<file path="config.mk">
export PLATFORM = sky130hd
export DESIGN_NAME = store_trace_fifo
export DESIGN_NICKNAME = d
export VERILOG_FILES = /design/src/rtl/store_trace_fifo.sv
export SDC_FILE = /design/constraint.sdc
export NUM_CORES = 1
export LEC_CHECK = 0
export BUFFER_PORTS_ARGS = -buffer_cell sky130_fd_sc_hd__buf_2
export CAP_MARGIN = 40
export CORE_MARGIN = 10
export CORE_UTILIZATION = 55
export CTS_BUF_LIST = sky130_fd_sc_hd__clkbuf_16
export DETAILED_ROUTE_END_ITERATION = 8
export GPL_ROUTABILITY_DRIVEN = 0
export PLACE_DENSITY = 0.72
export SYNTH_ARGS = -nofsm -noshare
export SYNTH_HDL_FRONTEND = slang
export SYNTH_SLANG_ARGS = --single-unit
</file>
<file path="constraint.sdc">
create_clock -name clk -period 26.6 [get_ports clk]
set_clock_uncertainty 0.2 [all_clocks]
set_input_delay 5.32 -clock clk [delete_from_list [all_inputs] [get_ports clk]]
set_output_delay 5.32 -clock clk [all_outputs]
set_load 0.01 [all_outputs]
</file>
<file path="src/rtl/store_trace_fifo.sv">
// Store trace FIFO: captures CPU data-memory stores in an address window into a
// first-word-fall-through queue, drained via valid/ready, with a saturating drop counter.
module store_trace_fifo #(
  parameter int          DEPTH   = 16,
  parameter logic [31:0] ADDR_LO = 32'h0000_0000,
  parameter logic [31:0] ADDR_HI = 32'hFFFF_FFFF,
  parameter int          DCW     = 16
) (
  input  logic                       clk,
  input  logic                       reset,
  input  logic                       memwrite,
  input  logic [31:0]                dataadr,
  input  logic [31:0]                writedata,
  input  logic                       clear,
  output logic                       m_valid,
  input  logic                       m_ready,
  output logic [31:0]                m_addr,
  output logic [31:0]                m_data,
  output logic [$clog2(DEPTH):0]     count,
  output logic                       full,
  output logic                       overflow,
  output logic [DCW-1:0]             drop_cnt
);

  localparam int AW = $clog2(DEPTH);
  localparam int CW = AW + 1;
  localparam logic [CW-1:0]  DEPTH_C  = CW'(DEPTH);
  localparam logic [DCW-1:0] DROP_MAX = {DCW{1'b1}};

  logic [31:0]    r_mem_addr [DEPTH];
  logic [31:0]    r_mem_data [DEPTH];
  logic [AW-1:0]  r_wr_ptr;
  logic [AW-1:0]  r_rd_ptr;
  logic [CW-1:0]  r_count;
  logic           r_full;
  logic           r_overflow;
  logic [DCW-1:0] r_drop_cnt;

  logic [32:0]    w_diff_lo;
  logic [32:0]    w_diff_hi;
  logic           w_in_win;
  logic           w_push;
  logic           w_pop;
  logic           w_wr;
  logic           w_drop;
  logic [CW-1:0]  w_count_nxt;
  logic [DCW-1:0] w_drop_nxt;

  // Window test via 33-bit borrow so the compare stays unsigned and constant-free.
  assign w_diff_lo = {1'b0, dataadr} - {1'b0, ADDR_LO};
  assign w_diff_hi = {1'b0, ADDR_HI} - {1'b0, dataadr};
  assign w_in_win  = ~w_diff_lo[32] & ~w_diff_hi[32];

  assign w_push = memwrite & w_in_win;
  assign w_pop  = m_valid & m_ready;
  // A full FIFO still accepts a store when the head leaves in the same cycle.
  assign w_wr   = w_push & (~r_full | w_pop);
  assign w_drop = w_push & r_full & ~w_pop;

  // Next occupancy and saturating drop count.
  always_comb begin
    w_count_nxt = r_count;
    w_drop_nxt  = r_drop_cnt;
    if (w_wr && !w_pop) begin
      w_count_nxt = r_count + CW'(1);
    end else if (w_pop && !w_wr) begin
      w_count_nxt = r_count - CW'(1);
    end else begin
      w_count_nxt = r_count;
    end
    if (w_drop && (r_drop_cnt != DROP_MAX)) begin
      w_drop_nxt = r_drop_cnt + DCW'(1);
    end else begin
      w_drop_nxt = r_drop_cnt;
    end
  end

  // Control state: pointers, occupancy, flags; clear outranks push and pop.
  always_ff @(posedge clk or posedge reset) begin
    if (reset) begin
      r_wr_ptr   <= '0;
      r_rd_ptr   <= '0;
      r_count    <= '0;
      r_full     <= 1'b0;
      r_overflow <= 1'b0;
      r_drop_cnt <= '0;
    end else if (clear) begin
      r_wr_ptr   <= '0;
      r_rd_ptr   <= '0;
      r_count    <= '0;
      r_full     <= 1'b0;
      r_overflow <= 1'b0;
      r_drop_cnt <= '0;
    end else begin
      if (w_wr) begin
        r_wr_ptr <= r_wr_ptr + AW'(1);
      end
      if (w_pop) begin
        r_rd_ptr <= r_rd_ptr + AW'(1);
      end
      if (w_drop) begin
        r_overflow <= 1'b1;
      end
      r_count    <= w_count_nxt;
      r_full     <= (w_count_nxt == DEPTH_C);
      r_drop_cnt <= w_drop_nxt;
    end
  end

  // Storage array, deliberately left out of reset.
  always_ff @(posedge clk) begin
    if (w_wr && !clear && !reset) begin
      r_mem_addr[r_wr_ptr] <= dataadr;
      r_mem_data[r_wr_ptr] <= writedata;
    end
  end

  assign m_valid  = (r_count != '0);
  assign m_addr   = r_mem_addr[r_rd_ptr];
  assign m_data   = r_mem_data[r_rd_ptr];
  assign count    = r_count;
  assign full     = r_full;
  assign overflow = r_overflow;
  assign drop_cnt = r_drop_cnt;

endmodule
</file>
==> results.json, run 1 <==
{
  "layout-drive-gt1-share_pct": 35.93,
  "grt_setup_unrepaired": "false",
  "fin_ws_ps": 15850,
  "synthArstFlopShare_pct": 2.938,
  "ctsHoldBuffers": 0,
  "wirelength_um": 86320,
  "final_cell_area_um2": 45840,
  "cp_top_family": "buffers and inverters",
  "synth-compound-area-share_pct": 0.5181,
  "path_max_fanout": 42,
  "grt_antenna_before_repair": 12,
  "dieArea_um2": 84560,
  "core-area_um2": 72830,
  "grt_use_total_pct": 20.50,
  "worst-path-stages": 7,
  "ff2ff_path_depth": 10,
  "cts_sinks": 1055,
  "crit_top_cell": "buf_4",
  "irDropWorstVdd_uv": 56.35,
  "fmax_ghz": 0.09302,
  "worstPathArrival_ps": 5230,
  "r2r-start": "count[0]$_DFF_PP0_",
  "postCtsSetupBuffers": 0,
  "area_growth_pct": 13.64,
  "pre_cts_ws_ps": 16310,
  "syn-mean-instance-area_um2": 24.65,
  "status": "finished, final reports clean",
  "wl_per_cell_um": 29.60,
  "syn-cell-area_um2": 40330,
  "drtIter0Drc": 1670,
  "setup_viol": 0,
  "cap_violations": 0,
  "synth-adder-area-share_pct": 0.2792,
  "clock_latency_ps": 670,
  "synth_warnings": 0,
  "grt_overflow_total": 0,
  "critPathLaunch": "r_rd_ptr[0]$_DFFE_PP0P_",
  "die_h_um": 290.8,
  "endpoint": "m_addr[22]",
  "critical_path_buf_inv_count": 5,
  "cts-htree-levels": 3,
  "netlist_top_cells_count": "1,024 x edfxtp_1, 320 x mux4_2, 35 x nor2_1, 31 x dfrtp_1, 29 x clkbuf_1",
  "placed_cell_area_um2": 42620,
  "holdWs_ps": 313.2,
  "num_vias": 18238,
  "period_minus_slack_ps": 10750,
  "fin_nets": 1947,
  "grt_first_pass_wirelength_um": 129200,
  "p_leak_nw": 14.35,
  "synth_top_family_by_area": "multiplexers",
  "synth_most_common_cell": "edfxtp_1",
  "period_share_pct": 40.42,
  "worst_pin_slew_ps": 850.1,
  "synthMuxAreaShare_pct": 18.05,
  "first_pass_iters": 5,
  "crit_type": "reg -> out",
  "end_kind": "primary output",
  "reg2reg_to": "r_mem_addr[4][20]$_DFFE_PP_",
  "hpwlAfterDp_um": 45470,
  "min_path_type": "reg -> reg",
  "ys_ff_latch": 1055,
  "ioPinCount": 157,
  "cp_cell_sequence": "buf_4 -> buf_16 -> buf_4 -> buf_4 -> mux4_2 -> mux4_2 -> buf_2",
  "finalHoldViolCount": 0,
  "clkTransAtPathRegs_ps": 60,
  "start_kind": "register",
  "slew_violations": 0,
  "start_util_pct": 55.38,
  "tns_ps": 0,
  "port_buffers": 156,
  "synth_top_area_share_pct": 76.24,
  "drcViolationCount": 0,
  "synth-simple-area-share_pct": 1.393,
  "grt_max_degree": 57,
  "grt_pass1_vias": 19356,
  "maxSlewHeadroom_pct": 43.19,
  "synth_top_area_cell": "edfxtp_1",
  "syn_nets": 1714,
  "synth-xor-area-share_pct": 0.4343,
  "ant_nets": 0,
  "fin_util_pct": 62.93,
  "synth.yosys.seq_area_share_pct": 78.16,
  "cp.required_ps": 21080,
  "ff2ff_setup_slack_ps": 22620,
  "ys_types": 47,
  "num_rows": 99,
  "cts_tree": "done",
  "root_buffer": "clkbuf_16",
  "clock_path_buffers": 3,
  "synthCells": 1636,
  "die_x_um": 290.8,
  "synth_edf_count": 1024,
  "p_per_area_nw_per_um2": 85.28,
  "cts.repair.resized": 0,
  "fillers": 4788,
  "synthFlopType": "edfxtp_1",
  "slowest_delay_ps": 960,
  "cts_buffers": 103,
  "synth_area_leaders": "edfxtp_1 76%, mux4_2 18%, dfrtp_1 1.9%",
  "cp_slowest_cell": "dfrtp_4",
  "viasPerCell": 6.254
}
state kept, by name, indices dropped and copies added, names as in the netlist:
name,cells
r_mem_data,512
full,1
drop_cnt,16
r_wr_ptr,4
r_mem_addr,512
r_rd_ptr,4
count,5
overflow,1
kinds of logic after synthesis:
group	after synthesis
AO/OA/AOI/OAI	28
adder cells (fa/ha/maj)	9
XOR/XNOR	20
multiplexers	327
buffers and inverters	89
flip-flops	1055
AND/OR/NAND/NOR	108
area by class of cell:
cell class / count / area [µm²] / share of cell area, %
Tap cell: 959 / 1200 / 2.618
Sequential cell: 1055 / 31540 / 68.81
Antenna cell: 3 / 7.507 / 0.01638
Timing Repair Buffer: 207 / 1396 / 3.046
Multi-Input combinational cell: 492 / 8446 / 18.43
Clock inverter: 87 / 631.9 / 1.378
Clock buffer: 103 / 2577 / 5.623
Inverter: 10 / 37.54 / 0.08189
worst register-to-register path: stages (launching register included):
cell	delay (ps)
dfrtp_1	430
inv_1	130
ha_1	240
nor4b_4	160
inv_2	150
a21boi_0	130
nor3_1	310
nand2_1	290
nor2_4	740
buf_4	530
buf_16	310
report_power, final:
part	leakage, nW	internal [mW]	switching (mW)
logic	3.07	0.367	0.304
registers	9.63	1.84	0.0280
clock network	1.65	0.773	0.602
per-stage QoR:
stage | instances | power [mW]
5_1_grt | 2915 | 4.057
3_5_place_dp | 2723 | 2.585
6_report | 2916 | 3.909
4_1_cts | 2913 | 3.955
2_1_floorplan | 1636 | 2.411
3_3_place_gp | 2711 | 2.554
cell usage in the layout, fill, tap and decap left out, drive strengths merged, types with 3 or more instances in the layout:
master / n
bufinv: 7
xnor2: 10
mux2i: 5
dfrtp: 31
clkbuf: 103
buf: 207
ha: 9
a2111oi: 3
o211ai: 3
xor2: 10
a211oi: 4
clkinvlp: 5
nor4: 7
mux4: 320
nand4: 6
a21oi: 11
inv: 35
nand3: 13
nor3: 5
clkinv: 50
diode: 3
nor2b: 6
nor2: 35
edfxtp: 1024
nand2: 22
worst min-delay path by stage:
stage	startpoint	endpoint	slack, ps	cells after the start
floorplan	r_rd_ptr[3]$_DFFE_PP0P_	r_rd_ptr[3]$_DFFE_PP0P_	320	2
global placement	overflow$_DFFE_PP0P_	overflow$_DFFE_PP0P_	300	2
detailed placement	overflow$_DFFE_PP0P_	overflow$_DFFE_PP0P_	300	2
CTS	overflow$_DFFE_PP0P_	overflow$_DFFE_PP0P_	310	2
global route	overflow$_DFFE_PP0P_	overflow$_DFFE_PP0P_	330	2
finish	overflow$_DFFE_PP0P_	overflow$_DFFE_PP0P_	310	2
layer usage:
layer / GRT usage (%) / vias up / share of wire (%)
met1: 27.43 / 9901 / 39
met5: 0 / - / 0.12
met4: 5.797 / 16 / 2.5
li1: - / 7543 / -
met2: 34.41 / 628 / 52
met3: 3.701 / 150 / 6.1
Power figures use the tool's default switching activity.
==> run 2: changes to the inputs <==
- clock period: 26.6 -> 10.1 ns (I/O delays scaled with it)
==> run 2 against run 1 <==
Effect of this change:
- global-route usage rose by 0.071 points
- die area did not move
- clock power rose to 2.7 times the previous value
- power rose to 2.6 times the previous value
- register-to-register slack got worse by 16000 ps
- flip-flop and latch count did not move
- via count rose by 0.97%
- cell count barely moved
- first-iteration DRC count rose by 2.5%
- count of clock-buffer cells in the layout fell by 1
- utilization rose by 0.17 points
- highest routed layer unchanged
==> results.json, run 2 (synthesized netlist as in run 1, its figures left out) <==
{
  "min_path_type": "reg -> reg",
  "slowest_delay_ps": 880,
  "ctsHoldBuffers": 0,
  "drcViolationCount": 0,
  "critPathLaunch": "r_rd_ptr[1]$_DFFE_PP0P_",
  "grt_use_total_pct": 20.57,
  "cts_sinks": 1055,
  "final_cells": 2915,
  "cts-htree-levels": 3,
  "num_vias": 18415,
  "layout_commonest_cell": "edfxtp_1",
  "clkTransAtPathRegs_ps": 60,
  "cts_buffers": 102,
  "clock_latency_ps": 650,
  "port_buffers": 156,
  "start_util_pct": 55.38,
  "hpwlAfterDp_um": 45550,
  "grt_overflow_total": 0,
  "grt_antenna_before_repair": 15,
  "grt_max_degree": 125,
  "ff2ff_setup_slack_ps": 6230,
  "wl_per_cell_um": 29.67,
  "viasPerCell": 6.317,
  "period_share_pct": 63.48,
  "cts.repair.resized": 0,
  "tns_ps": 0,
  "worstPathArrival_ps": 4190,
  "fmax_ghz": 0.1560,
  "worst_pin_slew_ps": 1065,
  "layout-drive-gt1-share_pct": 35.76,
  "clock_path_buffers": 3,
  "ff2ff_path_depth": 10,
  "drtIter0Drc": 1711,
  "p_per_area_nw_per_um2": 224.6,
  "slew_violations": 0,
  "hold_end": "overflow$_DFFE_PP0P_",
  "die_x_um": 290.8,
  "dieArea_um2": 84560,
  "grt_first_pass_wirelength_um": 130300,
  "setup_viol": 0,
  "start_kind": "register",
  "num_rows": 99,
  "core-area_um2": 72830,
  "finalHoldViolCount": 0,
  "grt_setup_unrepaired": "false",
  "irDropWorstVdd_uv": 237.2,
  "root_buffer": "clkbuf_16",
  "postCtsSetupBuffers": 0,
  "path_max_fanout": 48,
  "period_minus_slack_ps": 6412,
  "status": "finished, final reports clean",
  "cp_cell_sequence": "buf_4 -> buf_4 -> mux4_2 -> mux4_2 -> buf_2",
  "placedCellCount": 2721,
  "ioPinCount": 157,
  "ant_nets": 0,
  "cp.required_ps": 7880,
  "p_leak_nw": 14.39,
  "grt_pass1_vias": 19466,
  "end_kind": "primary output",
  "min_delay_path_depth": 2,
  "power_mw": 10.32,
  "cts_tree": "done",
  "die_h_um": 290.8,
  "crit_type": "reg -> out",
  "first_pass_iters": 5,
  "maxSlewHeadroom_pct": 28.98,
  "final_cell_mix": "1,024 x edfxtp_1, 320 x mux4_2, 156 x buf_2",
  "cp_slowest_cell": "dfrtp_4",
  "cap_violations": 0,
  "fin_nets": 1944,
  "min_from": "overflow$_DFFE_PP0P_",
  "reg2reg_to": "r_mem_data[8][30]$_DFFE_PP_",
  "wirelength_um": 86490,
  "area_growth_pct": 13.95,
  "r2r-start": "count[0]$_DFF_PP0_"
}
## run 2: report_power, final
group | total [mW] | leakage [nW] | switching, mW | internal, mW
registers | 4.88 | 9.63 | 0.0450 | 4.83
clock network | 3.67 | 1.68 | 1.59 | 2.08
logic | 1.78 | 3.08 | 0.829 | 0.946
## run 2: critical path: cells and delay by family, from the launching register on
family	cells	cell delay (ps)
flops	1	880
buf+inv	3	1560
mux	2	970
## run 2: how the worst max path moves through the flow
stage | to | cells past startpoint
2_1_floorplan | r_mem_addr[10][0]$_DFFE_PP_ | 5
3_3_place_gp | m_data[22] | 5
3_5_place_dp | m_data[22] | 5
4_1_cts | m_data[22] | 5
5_1_grt | m_data[22] | 5
6_report | m_addr[2] | 5
## run 2: final cells by class
class | instances | area [µm²]
flip-flops and latches | 1055 | 31540
fillers | 4728 | 26870
multi-input cells | 492 | 8446
clock buffers | 102 | 2552
repair buffers | 205 | 1446
well taps | 959 | 1200
clock inverters | 88 | 728.2
inverters | 10 | 37.54
diodes | 4 | 10.01
## run 2: stage by stage
stage / hold slack, ps / setup WS [ps] / instance area, µm² / utilization [%]
after floorplan: 325.0 / 399.9 / 40330 / -
after global placement: 297.5 / 4406 / 42310 / 58.09
after detailed placement: 317.2 / 4367 / 42670 / 58.58
after CTS: 325.6 / 3650 / 45950 / 63.09
after global routing: 374.0 / 3559 / 45960 / 63.10
final: 325.8 / 3688 / 45960 / 63.10
## run 2: metal layers
metal  global-route usage [%]  wire length, µm  vias to the layer above  part of all wire [%]
met3                    3.877             6224                      134                   7.2
met4                    5.495             1699                       14                   2.0
li1                         -                -                     7533                     -
met1                    27.80            33810                    10004                    39
met5                        0               92                        -                  0.11
met2                    34.26            44670                      730                    52
